File: config.mk
export PLATFORM = sky130hd
export DESIGN_NAME = add_sequencer
export DESIGN_NICKNAME = d
export VERILOG_FILES = /design/src/rtl/add_sequencer.sv
export SDC_FILE = /design/constraint.sdc
export NUM_CORES = 1
export LEC_CHECK = 0
export CELL_PAD_IN_SITES_DETAIL_PLACEMENT = 1
export CELL_PAD_IN_SITES_GLOBAL_PLACEMENT = 2
export CORE_MARGIN = 2
export CORE_UTILIZATION = 31
export CTS_BUF_LIST = sky130_fd_sc_hd__clkbuf_4
export DETAILED_ROUTE_END_ITERATION = 16
export GPL_TIMING_DRIVEN = 0
export PLACE_DENSITY = 0.81
export SETUP_SLACK_MARGIN = 0.3
export SKIP_CTS_REPAIR_TIMING = 1
export SYNTH_ARGS = -nofsm -noshare
export SYNTH_HDL_FRONTEND = slang
export SYNTH_SLANG_ARGS = --single-unit
export TNS_END_PERCENT = 20
File: constraint.sdc
create_clock -name clk -period 3.81 [get_ports clk]
set_input_delay 0.5715 -clock clk [delete_from_list [all_inputs] [get_ports clk]]
set_output_delay 0.5715 -clock clk [all_outputs]
set_load 0.02 [all_outputs]
File: src/rtl/add_sequencer.sv
// add_sequencer: W-bit (W = N*M) adder built from one shared N-bit adder.
// The adder handles one N-bit chunk per cycle, least significant chunk first.
// The carry between chunks is held in a register.
//
// Ports:
//   clk        single clock, rising edge
//   rst        synchronous active-high reset
//   in_valid   operand set on a/b/carry_in is valid
//   in_ready   block can accept operands (IDLE and not in reset)
//   a, b       W-bit operands (unsigned or two's complement)
//   carry_in   carry into chunk 0
//   out_valid  sum/carry_out/ovf valid (DONE and not in reset)
//   out_ready  consumer accepts the result
//   sum        registered W-bit sum
//   carry_out  carry out of the MSB chunk
//   ovf        signed overflow of the W-bit addition
//   busy       high while chunks are being added (RUN)

module adder_Nbit #(
    parameter int N = 8
) (
    input  logic [N-1:0] a_i,
    input  logic [N-1:0] b_i,
    input  logic         cin_i,
    output logic [N-1:0] sum_o,
    output logic         cout_o
);

    assign {cout_o, sum_o} = {1'b0, a_i} + {1'b0, b_i} + {{N{1'b0}}, cin_i};

endmodule

module add_sequencer #(
    parameter int N = 8,
    parameter int M = 4
) (
    input  logic           clk,
    input  logic           rst,
    input  logic           in_valid,
    output logic           in_ready,
    input  logic [N*M-1:0] a,
    input  logic [N*M-1:0] b,
    input  logic           carry_in,
    output logic           out_valid,
    input  logic           out_ready,
    output logic [N*M-1:0] sum,
    output logic           carry_out,
    output logic           ovf,
    output logic           busy
);

    localparam int W  = N * M;
    localparam int CW = (M > 1) ? $clog2(M) : 1;

    typedef enum logic [1:0] {
        IDLE,
        RUN,
        DONE
    } state_e;

    state_e        state_q, state_d;
    logic [CW-1:0] cnt_q, cnt_d;
    logic          carry_q, carry_d;
    logic [W-1:0]  a_q, a_d;
    logic [W-1:0]  b_q, b_d;
    logic [W-1:0]  sum_q, sum_d;
    logic          cout_q, cout_d;
    logic          ovf_q, ovf_d;

    logic [N-1:0]  a_chunk, b_chunk, add_sum;
    logic          add_cout;
    logic          last_chunk;

    assign a_chunk    = a_q[cnt_q*N +: N];
    assign b_chunk    = b_q[cnt_q*N +: N];
    assign last_chunk = (cnt_q == CW'(M - 1));

    adder_Nbit #(.N(N)) u_adder (
        .a_i    (a_chunk),
        .b_i    (b_chunk),
        .cin_i  (carry_q),
        .sum_o  (add_sum),
        .cout_o (add_cout)
    );

    // Handshake flags are gated by rst so that nothing is offered or accepted
    // during the reset cycle, even though the state register only clears on the edge.
    assign in_ready  = (state_q == IDLE) && !rst;
    assign busy      = (state_q == RUN)  && !rst;
    assign out_valid = (state_q == DONE) && !rst;

    assign sum       = sum_q;
    assign carry_out = cout_q;
    assign ovf       = ovf_q;

    always_comb begin
        state_d = state_q;
        cnt_d   = cnt_q;
        carry_d = carry_q;
        a_d     = a_q;
        b_d     = b_q;
        sum_d   = sum_q;
        cout_d  = cout_q;
        ovf_d   = ovf_q;

        unique case (state_q)
            IDLE: begin
                if (in_valid && in_ready) begin
                    a_d     = a;
                    b_d     = b;
                    carry_d = carry_in;
                    cnt_d   = '0;
                    state_d = RUN;
                end
            end
            RUN: begin
                sum_d[cnt_q*N +: N] = add_sum;
                carry_d             = add_cout;
                if (last_chunk) begin
                    // The counter is parked at 0 so the chunk index never points past the operand.
                    cnt_d   = '0;
                    state_d = DONE;
                    cout_d  = add_cout;
                    // add_sum[N-1] is the new sum MSB on the final chunk.
                    ovf_d   = (a_q[W-1] == b_q[W-1]) && (add_sum[N-1] != a_q[W-1]);
                end else begin
                    cnt_d = cnt_q + CW'(1);
                end
            end
            DONE: begin
                if (out_ready) begin
                    state_d = IDLE;
                end
            end
            default: state_d = IDLE;
        endcase
    end

    always_ff @(posedge clk) begin
        if (rst) begin
            state_q <= IDLE;
            cnt_q   <= '0;
            carry_q <= 1'b0;
            a_q     <= '0;
            b_q     <= '0;
            sum_q   <= '0;
            cout_q  <= 1'b0;
            ovf_q   <= 1'b0;
        end else begin
            state_q <= state_d;
            cnt_q   <= cnt_d;
            carry_q <= carry_d;
            a_q     <= a_d;
            b_q     <= b_d;
            sum_q   <= sum_d;
            cout_q  <= cout_d;
            ovf_q   <= ovf_d;
        end
    end

endmodule
==> impl_metrics.ini, run 1 <==
[place]
port_buffers = 105
gp_congestion = 0.830
place_hpwl_um = 10800

[synthesis]
synth.top_cell.area_share_pct = 44.5
synth-seq-cells = 103
syn-num-nets = 586
synthArstFlopShare_pct = 0
yosysUniqueCellTypes = 41
yosysWarnings = 0
synth_cells = 502
yosys-top-cells-area = dfxtp_1 (44%), nand2b_1 (8.9%), mux4_2 (7.8%), o21ai_0 (7.1%), nand2_1 (5.6%)
ys_seq_area_share_pct = 44.5
synth-edff-count = 0
netlist_area_um2 = 4640
syn_area_per_cell_um2 = 9.24
ys.flop_type = dfxtp_1
synth_area_leader_cell = dfxtp_1

[floorplanning]
coreArea_um2 = 14600
die-area_um2 = 16000
fp-row-count = 44
die_w_um = 126
pin_count = 106
initial_core_util_pct = 31.8
fp.dieH_um = 126

[power_and_ir_drop]
p_leak_uw = 0.00222
power.total_uw = 2240
irDropWorstVdd_uv = 151
powerDensity_nw_per_um2 = 366

[worst_hold_path]
min_path_type = reg2reg
worstHoldStart = b_q[6]$_SDFFE_PP0P_
holdPathStages = 2

[cts]
clkTransAtPathRegs_ps = 160
cts_inserted_buffers = 9
cts-root-buf = clkbuf_4
clockBufferDepth = 2
cts_sinks = 103
clk_latency_ps = 460
ctsHtreeMaxLevel = 3
cts_tree = built

[critical_path]
critical_path_class = in2out
path_delay_family = buffers and inverters
end_kind = primary output
cp_slowest_stage_delay_ps = 640
r2r_setup_slack_ps = 520
critPathArrivalTime_ps = 2820
worstPathRequired_ps = 3240
critPathLaunchType = input port
cp_slowest_cell = clkdlybuf4s50_1
startpoint = rst
timing.rr.start = cnt_q[0]$_SDFFE_PP0P_
critPathBufInv = 5
worst-path-max-fanout = 10
r2r_cells = 10
cp.depth = 6
crit_chain = clkdlybuf4s50_1 -> clkbuf_2 -> clkbuf_2 -> clkbuf_2 -> nor3b_1 -> clkdlybuf4s50_1
cp_common_cell = clkbuf_2

[sta]
hold_viol_final = 0
rsz0062_at_grt = yes
slew_headroom_pct = 57.0
worst_pin_slew_ps = 642
finalSetupViolCount = 0
clock.fmax_mhz = 295
fin_crit_ps = 3390
skew_ps = 27.4
post-route-period-util_pct = 88.9
drv_slew = 0

[route]
met1Wirelength_um = 6490
drt-total-wl_um = 14200
dr_total_vias = 3990
dr.pass1.iters = 5
vias_per_cell = 4.94
ant_nets = 0
drt_iter0_markers = 179
wl_met2_um = 6700
dr_wl_met3_um = 852
topRoutingLayerUsed = met4
wl_per_cell_um = 17.5
drc = 0

[global_routing]
grt_pass1_wl_um = 22600
grt_pass1_vias = 4245
gr-usage-all-layers_pct = 18.1
grt_antenna_before_repair = 0
gr-total-overflow = 0
grt_max_degree = 19

[cells_and_area]
syn_to_final_growth_pct = 32.0
utilization_pct = 42.0
final_nets = 702
drive_gt1_share_pct = 9.95
diodes = 0

[flow_run]
cap_violations = 0

[run_status]
outcome = complete, no violations
-- power breakdown --
group / internal [uW] / switching [uW] / leakage [uW]
Clock: 273 / 384 / 0.0000871
Sequential: 1130 / 35.8 / 0.000842
Combinational: 190 / 221 / 0.00130
-- cell usage in the layout (no fill, tap or decap), types with 2 or more instances in the layout --
cell type        instances
a22oi_1                 29
clkbuf_2                 4
clkinv_4                 2
inv_6                    2
o211ai_1                 2
nor2b_1                  4
nand2_1                 69
a21o_1                   2
clkbuf_4                 9
dfxtp_1                102
o21a_1                   2
buf_4                    2
a32oi_1                  4
nand2b_1                66
clkdlybuf4s50_1        105
buf_6                    2
buf_2                   11
nor3_1                   4
mux4_2                  16
ha_1                    13
a21oi_1                  6
nor2_1                  45
bufinv_16                2
o21ai_0                 66
fa_1                     2
nor4b_4                  3
xnor2_1                  2
clkbuf_1                13
a211oi_1                 5
inv_1                    7
nand2_4                  3
-- registers in the layout, summed over array words and instances (netlist names) --
register	cells
cnt_q	2
b_q	32
sum	32
ovf	1
a_q	32
carry_out	1
state_q	2
carry_q	1
-- cells by family (layout without fill, tap and decap cells) --
logic type                 after synthesis  in the layout  synth area share [%]
buffers and inverters                   39            160                  3.61
muxes                                   17             17                  7.98
and+or+nand+nor                        203            203                  23.0
DFF                                    103            103                  44.5
adders and majority gates               15             15                  4.37
AOI/OAI and AO/OA                      122            122                  16.0
xor gates and xnor gates                 3              3                 0.567
-- path summary, 6_finish.rpt --
check | endpoint
hold reg to reg | b_q[6]$_SDFFE_PP0P_
setup / recovery | out_valid
hold / removal | b_q[6]$_SDFFE_PP0P_
setup reg to reg | carry_out$_SDFFE_PP0P_
-- area by class of cell --
cell class,count,area [um^2]
Fill cell,1676,8470
Multi-Input combinational cell,360,2420
Sequential cell,103,2060
Timing Repair Buffer,105,1050
Tap cell,184,230
Buffer,32,161
Clock inverter,7,103
Clock buffer,9,67.6
Inverter,7,26.3
-- synthesized netlist by cell type, types with 2 or more instances --
| library cell | instances |
|---|---|
| dfxtp_1 | 103 |
| o211ai_1 | 2 |
| o21ai_0 | 66 |
| inv_1 | 7 |
| nor3_1 | 4 |
| nor2_1 | 45 |
| nand2_1 | 69 |
| o21a_1 | 2 |
| a21oi_1 | 7 |
| a22oi_1 | 29 |
| mux4_2 | 16 |
| a211oi_1 | 5 |
| a32oi_1 | 4 |
| nor2b_1 | 4 |
| nand2_4 | 3 |
| xnor2_1 | 2 |
| ha_1 | 13 |
| clkbuf_1 | 19 |
| nand2b_1 | 66 |
| fa_1 | 2 |
| buf_2 | 11 |
| nor4b_4 | 3 |
| a21o_1 | 2 |
-- routing by layer --
metal  vias to the layer above  GRT usage, %
li1                       1968             -
met1                      1911          24.2
met2                       105          30.3
met3                         6          2.74
met4                         0          5.49
met5                         -             0
-- worst register-to-register path, delay by kind of cell (launching register included) --
family / cells / cell delay [ps]
buffers and inverters: 2 / 350
adder cells (fa/ha/maj): 2 / 670
AO/OA/AOI/OAI: 3 / 620
multiplexers: 1 / 580
AND/OR/NAND/NOR: 2 / 520
flip-flops: 1 / 410
-- metrics by stage --
stage / worst slack, ps / cell area, um^2 / cells / hold WS, ps / TNS, ps
floorplan: 556 / 4640 / 502 / 446 / 0
global placement: -206 / 5920 / 791 / 458 / -1490
detailed placement: -208 / 5920 / 791 / 467 / -1600
CTS: -248 / 6090 / 807 / 487 / -1980
global route: 286 / 6120 / 807 / 506 / 0
finish: 422 / 6120 / 807 / 485 / 0
No activity file was read; power rests on OpenSTA's default activity.
==> run 2: changes to the inputs <==
--- a/config.mk
+++ b/config.mk
@@ -11,10 +11,8 @@
 export CORE_UTILIZATION = 31
 export CTS_BUF_LIST = sky130_fd_sc_hd__clkbuf_4
 export DETAILED_ROUTE_END_ITERATION = 16
-export GPL_TIMING_DRIVEN = 0
 export PLACE_DENSITY = 0.81
 export SETUP_SLACK_MARGIN = 0.3
-export SKIP_CTS_REPAIR_TIMING = 1
 export SYNTH_ARGS = -nofsm -noshare
 export SYNTH_HDL_FRONTEND = slang
 export SYNTH_SLANG_ARGS = --single-unit
==> run 2 against run 1 <==
Compared with the run above: global-route usage is 1.9 points lower; final cell count is 3.1% lower; critical path depth up 4; via count is 3.9% lower; non-clock buffer count shrank 25; critical path type is now reg2reg.
==> impl_metrics.ini, run 2 (synthesis results as in run 1) <==
[floorplanning]
die-area_um2 = 16000
fp-row-count = 44
die_w_um = 126
fp.dieH_um = 126
initial_core_util_pct = 31.8
coreArea_um2 = 14600
pin_count = 106

[cells_and_area]
seqCellArea_um2 = 2060
diodes = 0
final_common_cell = clkdlybuf4s50_1
nFillCells = 1685
drive_gt1_share_pct = 8.19
multi_input_area_um2 = 2410
layout.cells.non_filler = 782
final_cell_mix = clkdlybuf4s50_1 (104), dfxtp_1 (103), nand2_1 (69), nand2b_1 (66), o21ai_0 (66)
syn_to_final_growth_pct = 28.7
final_nets = 677

[cts]
cts_resized = 0
clockBufferDepth = 2
clk_latency_ps = 460
ctsHoldBuffers = 0
cts_tree = built
cts_sinks = 103
ctsHtreeMaxLevel = 3
cts_setup_buffers = 0
cts_inserted_buffers = 9
clkTransAtPathRegs_ps = 150
cts-root-buf = clkbuf_4

[critical_path]
critPathLaunchType = flip-flop
critical_path_class = reg2reg
worstPathRequired_ps = 4140
startpoint = cnt_q[0]$_SDFFE_PP0P_
end_kind = flip-flop
crit_path_end = carry_q$_SDFFE_PP0P_
rr_endpoint = carry_q$_SDFFE_PP0P_
r2r_setup_slack_ps = 760
worst-path-max-fanout = 9
timing.rr.start = cnt_q[0]$_SDFFE_PP0P_
critPathArrivalTime_ps = 3390
r2r_cells = 10

[place]
gp_congestion = 0.815
place_hpwl_um = 9490
port_buffers = 105
post-place-cells = 766
place_ws_ps = 750

[worst_hold_path]
holdPathStages = 2
min_path_type = reg2reg

[global_routing]
grt_max_degree = 85
gr-total-overflow = 0
gr-usage-all-layers_pct = 16.2
grt_pass1_wl_um = 20500
grt_pass1_vias = 4013
grt_antenna_before_repair = 0

[sta]
slew_headroom_pct = 54.8
skew_ps = 18.5
finalSetupViolCount = 0
holdWs_ps = 484
tns_ps = 0
rsz0062_at_grt = no
clock.fmax_mhz = 328
hold_viol_final = 0
worst_pin_slew_ps = 679
post-route-period-util_pct = 80.1
drv_slew = 0
fin_ws_ps = 757
fin_crit_ps = 3050

[power_and_ir_drop]
powerDensity_nw_per_um2 = 357
irDropWorstVdd_uv = 140
p_leak_uw = 0.00214
power.total_uw = 2130

[route]
drt_iter0_markers = 238
drt-total-wl_um = 12800
vias_per_cell = 4.90
wl_met2_um = 5920
met1Wirelength_um = 6270
dr_wl_met3_um = 469
topRoutingLayerUsed = met4
dr.pass1.iters = 5
wl_per_cell_um = 16.3
ant_nets = 0
drc = 0
dr_total_vias = 3834

[run_status]
outcome = complete, no violations

[flow_run]
cap_violations = 0
run 2: cell count changes in the layout (fill, tap and decap cells not counted), sizes merged:
cell           previous run  this run
clkbuf                   26        11
buf                      15         8
inv                       9         7
bufinv                    2         1
clkdlybuf4s50           105       104
clkinvlp                  1         2
run 2: routing by layer:
metal  track usage [%]  vias up
li1                  -     1914
met5                 0        -
met3              3.12        8
met2              26.4       78
met1              22.0     1834
met4              4.65        0
run 2: how the worst min path moves through the flow:
| stage | from | slack, ps | endpoint |
|---|---|---|---|
| 3_5_place_dp | b_q[4]$_SDFFE_PP0P_ | 470 | b_q[4]$_SDFFE_PP0P_ |
| 5_1_grt | b_q[17]$_SDFFE_PP0P_ | 510 | b_q[17]$_SDFFE_PP0P_ |
| 6_report | b_q[2]$_SDFFE_PP0P_ | 480 | b_q[2]$_SDFFE_PP0P_ |
| 4_1_cts | b_q[4]$_SDFFE_PP0P_ | 490 | b_q[4]$_SDFFE_PP0P_ |
| 2_1_floorplan | a_q[16]$_SDFFE_PP0P_ | 450 | a_q[16]$_SDFFE_PP0P_ |
| 3_3_place_gp | b_q[20]$_SDFFE_PP0P_ | 460 | b_q[20]$_SDFFE_PP0P_ |
run 2: layout make-up:
class                   count  share of cell area [%]
clock buffers              11                    1.38
multi-input cells         360                    40.4
clock inverters             5                   0.985
well taps                 184                    3.86
flip-flops and latches    103                    34.5
repair buffers            112                    18.4
inverters                   7                   0.440
run 2: through the flow:
stage	cell area (um^2)	util [%]
floorplan	4640	-
global placement	5830	39.9
detailed placement	5830	39.9
CTS	5970	40.9
global route	5970	40.9
finish	5970	40.9
run 2: power by group:
| group | leakage, uW | total (uW) | switching, uW | internal [uW] |
|---|---|---|---|---|
| Combinational | 0.00122 | 388 | 205 | 183 |
| Clock | 0.0000731 | 580 | 365 | 215 |
| Sequential | 0.000842 | 1170 | 33.6 | 1130 |
| Total | 0.00214 | 2130 | 603 | 1530 |
run 2: critical path, cell delays in order (launching register included):
cell and delay [ps]:
dfxtp_1 360, buf_4 200, mux4_2 540, fa_1 440, inv_1 100, fa_1 210
nor2b_1 80, o31a_1 270, or4_1 420, a31oi_1 230, a211oi_1 100
==> run 3: changes to the inputs <==
==> constraint.sdc (replaced) <==
create_clock -name clk -period 3 [get_ports clk]
set_input_delay 0.45 -clock clk [delete_from_list [all_inputs] [get_ports clk]]
set_output_delay 0.45 -clock clk [all_outputs]
set_load 0.02 [all_outputs]
==> run 3 against run 2 <==
Compared with the run above: non-clock buffer count is 10 higher; register-to-register slack worse by 520 ps; wire length is 3.6% higher; critical endpoint is now carry_out$_SDFFE_PP0P_.
==> impl_metrics.ini, run 3 (synthesis results as in run 1) <==
[run_status]
outcome = complete, no violations

[sta]
slew_headroom_pct = 42.1
hold_viol_final = 0
post-route-period-util_pct = 92.2
drv_slew = 0
skew_ps = 16.7
worst_pin_slew_ps = 869
fin_crit_ps = 2770
finalSetupViolCount = 0
rsz0062_at_grt = yes
tns_ps = 0
clock.fmax_mhz = 362

[power_and_ir_drop]
irDropWorstVdd_uv = 158
powerDensity_nw_per_um2 = 474
p_leak_uw = 0.00221

[critical_path]
timing.rr.start = cnt_q[0]$_SDFFE_PP0P_
cp_common_cell = fa_2
end_kind = flip-flop
cp_slowest_cell = mux4_2
critPathLaunchType = flip-flop
critPathArrivalTime_ps = 3100
cp_slowest_stage_delay_ps = 520
critical_path_class = reg2reg
worstPathRequired_ps = 3340
crit_chain = mux4_2 -> fa_2 -> inv_2 -> fa_2 -> nor2b_1 -> o31a_1 -> or4_4 -> a31oi_4 -> a211oi_1
startpoint = cnt_q[0]$_SDFFE_PP0P_
r2r_setup_slack_ps = 230
worst-path-max-fanout = 4

[floorplanning]
initial_core_util_pct = 31.8
fp.dieH_um = 126
coreArea_um2 = 14600
pin_count = 106
die-area_um2 = 16000
fp-row-count = 44
die_w_um = 126

[cts]
cts_inserted_buffers = 9
clk_latency_ps = 480
ctsHtreeMaxLevel = 3
clkTransAtPathRegs_ps = 160
cts-root-buf = clkbuf_4
cts_sinks = 103
clockBufferDepth = 2
cts_tree = built

[worst_hold_path]
worstHoldStart = rst
min_path_type = in2reg

[global_routing]
grt_max_degree = 101
grt_pass1_wl_um = 21200
grt_pass1_vias = 4079
gr-total-overflow = 0
gr-usage-all-layers_pct = 16.9
grt_antenna_before_repair = 0

[route]
ant_nets = 0
drc = 0
drt-total-wl_um = 13200
dr_total_vias = 3895
drt_iter0_markers = 160
wl_per_cell_um = 16.7
dr.pass1.iters = 4
vias_per_cell = 4.92

[place]
gp_congestion = 0.813
place_hpwl_um = 9770
port_buffers = 105
post-place-cells = 772

[flow_run]
cap_violations = 0

[cells_and_area]
final_common_cell = clkdlybuf4s50_1
syn_to_final_growth_pct = 32.9
drive_gt1_share_pct = 11.7
final_nets = 687
final_cell_mix = clkdlybuf4s50_1 (104), dfxtp_1 (101), nand2_1 (69), nand2b_1 (66), o21ai_0 (66)
layout.cells.non_filler = 792
nFillCells = 1673
diodes = 0
-- run 3: cell count changes in the layout (fill, tap and decap cells not counted), moves of 2 or more --
cell	delta
ha_4	+2
fa_2	+2
bufinv_16	+2
buf_4	+9
ha_1	-3
fa_1	-2
clkinvlp_4	-2
dfxtp_1	-2
-- run 3: worst paths after layout --
check | endpoint | cells past startpoint
worst max-delay path | carry_out$_SDFFE_PP0P_ | 9
worst min-delay path | state_q[0]$_SDFFE_PP0P_ | 2
worst max register to register | carry_out$_SDFFE_PP0P_ | 9
worst min register to register | b_q[16]$_SDFFE_PP0P_ | 2
-- run 3: repair_timing --
item                       4_1_cts  5_1_grt
pin swaps                        3        1
hold buffers                     0        0
gates resized for setup          7        4
setup endpoints to repair       15       15
buffers inserted                 4        0
-- run 3: through the flow --
stage                     setup WS, ps  util (%)  power (uW)  area, um^2  hold slack, ps
after floorplan                    202         -        1800        4670             446
after global placement             237      40.4        2030        5890             458
after detailed placement           134      40.4        2050        5890             465
after CTS                          203      42.1        2950        6140             220
after global routing               123      42.2        3070        6160             239
final                              235      42.2        2920        6160             243
-- run 3: metal layers --
layer  routed length (um)  share of wire [%]  global-route usage, %  up-vias
met2                 6170                 47                   28.1       80
li1                     -                  -                      -     1940
met3                  497                3.8                   2.78       14
met5                    0                  0                      0        -
met4                  181                1.4                   5.24        0
met1                 6390                 48                   22.7     1861
-- run 3: power by group --
group,internal (uW),switching (uW),total (uW)
sequential,1440,48.9,1490
combinational,268,276,543
clock,430,463,893
total,2140,788,2920
-- run 3: final cells by class --
class | count | area, um^2 | area share, %
Sequential cell | 103 | 2070 | 33.5
Multi-Input combinational cell | 360 | 2470 | 40.1
Timing Repair Buffer | 122 | 1190 | 19.2
Tap cell | 184 | 230 | 3.74
Clock buffer | 10 | 75.1 | 1.22
Inverter | 7 | 26.3 | 0.426
Clock inverter | 6 | 109 | 1.77
-- run 3: worst max-delay path, delay by kind of cell (launching register included) --
kind,cells,cell delay (ps)
flip-flops,1,400
adder cells (fa/ha/maj),2,580
multiplexers,1,520
AND/OR/NAND/NOR,2,500
buffers and inverters,1,70
AO/OA/AOI/OAI,3,550
==> variant: new RTL, config.mk and constraints of run 1 <==
Make the reset (`rst`) asynchronous in one clocked block. Comments in the files are not updated.
--- a/src/rtl/add_sequencer.sv
+++ b/src/rtl/add_sequencer.sv
@@ -138,3 +138,3 @@
 
-    always_ff @(posedge clk) begin
+    always_ff @(posedge clk or posedge rst) begin
         if (rst) begin
Behaviour: differs if rst is asserted again (counterexample within 4 cycles, from zero or initial values and one cycle with rst high); with rst held inactive, the same outputs for 10 cycles.
==> variant against run 1 <==
  * Synthesized area increased by 1.5%
  * Final area increased by 1.2%
  * Die area is 1.5% higher
  * Synthesized cell count fell by 7.4%
  * Setup slack lost 21 ps
  * Sequential cell count unchanged
  * Wire length fell by 6.2%
  * Critical endpoint is now ovf
Power is not compared: it rests on default switching activity, and its combinational part moved more than twofold at a synthesized area within 25%.
==> variant: results (changes against run 1) <==
STA
- worst clock skew: 20.5 ps, -6.92 ps

Synth
- adder-cell area share of the yosys netlist: 4.31%, -0.065 points
- Post-Synth XOR/XNOR Area: 0.558%, -0.0084 points
- Top FF cell, synth: sky130_fd_sc_hd__dfrtp_1
- async set or reset register ratio after synthesis: 100%, +100 points
- multiplexer fraction of the synthesized cell area: 7.65%, -0.33 points
- ranking of synthesized cells by instance count: sky130_fd_sc_hd__nand2_1, sky130_fd_sc_hd__dfrtp_1, sky130_fd_sc_hd__a22o_1, sky130_fd_sc_hd__mux4_2, sky130_fd_sc_hd__ha_1
- average instance area after synthesis: 10.1 um2, +9.6%

Layout
- multi-input combinational cell count: 336, -6.7%
- count of inverters not on the clock network in the layout: 6, -1
- number of sequential storage elements: 103, unchanged
- non-clock buffer count in the final layout: 126, -8.0%
- buffer share of cell area: 18.8%, -0.98 points
- number of nets in the final layout: 666, -5.1%
- Layout clock area frac: 2.63%, -0.15 points

Worst setup path
- cell family contributing the most delay on the critical path: compound AO/OA/AOI/OAI gates
- worst r2r path cells: 9, -1
- signal arrival time at the worst endpoint: 3770 ps, +950 ps
- worst reg2reg setup slack: 400 ps, -120 ps
- biggest cell delay along the critical path: 470 ps, -170 ps

GRT
- number of antenna violations at the first check in global routing: 1, +1
- global-route wire length before repair: 21600 um, -4.2%

Routing
- router iterations before antenna repair: 4, -1
- total routed wirelength: 13300 um, -6.2%
- post-DR vias/cell: 4.84, -2.1%
- vias post-DR: 3757, -5.8%
- Iter 0 DRT Violations: 146, -18%

Outcome
- outcome: completed

Placed design
- placed insts: 759, -4.0%
- pre-CTS setup slack: 83.6 ps, +292 ps

variant: changes by cell type after synthesis, moves of 8 or more:
cell,delta
sky130_fd_sc_hd__a22o_1,+24
sky130_fd_sc_hd__a22oi_1,-29
sky130_fd_sc_hd__clkbuf_1,-8
sky130_fd_sc_hd__dfrtp_1,+103
sky130_fd_sc_hd__dfxtp_1,-103
sky130_fd_sc_hd__nand2_1,+146
sky130_fd_sc_hd__nand2b_1,-64
sky130_fd_sc_hd__nor2_1,-34
sky130_fd_sc_hd__o21ai_0,-55
variant: metal layers:
metal / GRT usage (%) / wire, um / up-vias
li1: - / - / 1802
met1: 22.9 / 6140 / 1862
met2: 29.9 / 6570 / 81
met3: 2.18 / 358 / 12
met4: 5.82 / 208 / 0
met5: 0 / 0 / -
variant: worst min path at each step:
stage | start | slack, ps | cells after the start | to
final | b_q[22] | 490 | 2 | b_q[22]
after global routing | b_q[22] | 520 | 2 | b_q[22]
after CTS | b_q[20] | 500 | 2 | b_q[20]
after detailed placement | b_q[20] | 460 | 2 | b_q[20]
after global placement | b_q[9] | 460 | 2 | b_q[9]
after floorplan | a_q[16] | 440 | 2 | a_q[16]
variant: metrics by stage:
step	instance area, um2	TNS (ps)
final	6190	0
after floorplan	4710	0
after CTS	6190	0
after detailed placement	6020	0
after global routing	6190	0
after global placement	5990	-100460
variant: worst min-delay path, delay by kind of cell, from the launching register on:
kind / cells / cell delay, ps
AND/OR/NAND/NOR: 2 / 100
flip-flops: 1 / 370
variant: power by group:
part,internal [mW],total (mW),switching [mW],leakage (nW)
registers,1.55,1.82,0.276,1.32
clock network,0.266,0.645,0.379,0.0762
logic,1.31,3.15,1.84,1.51
total,3.12,5.62,2.49,2.90
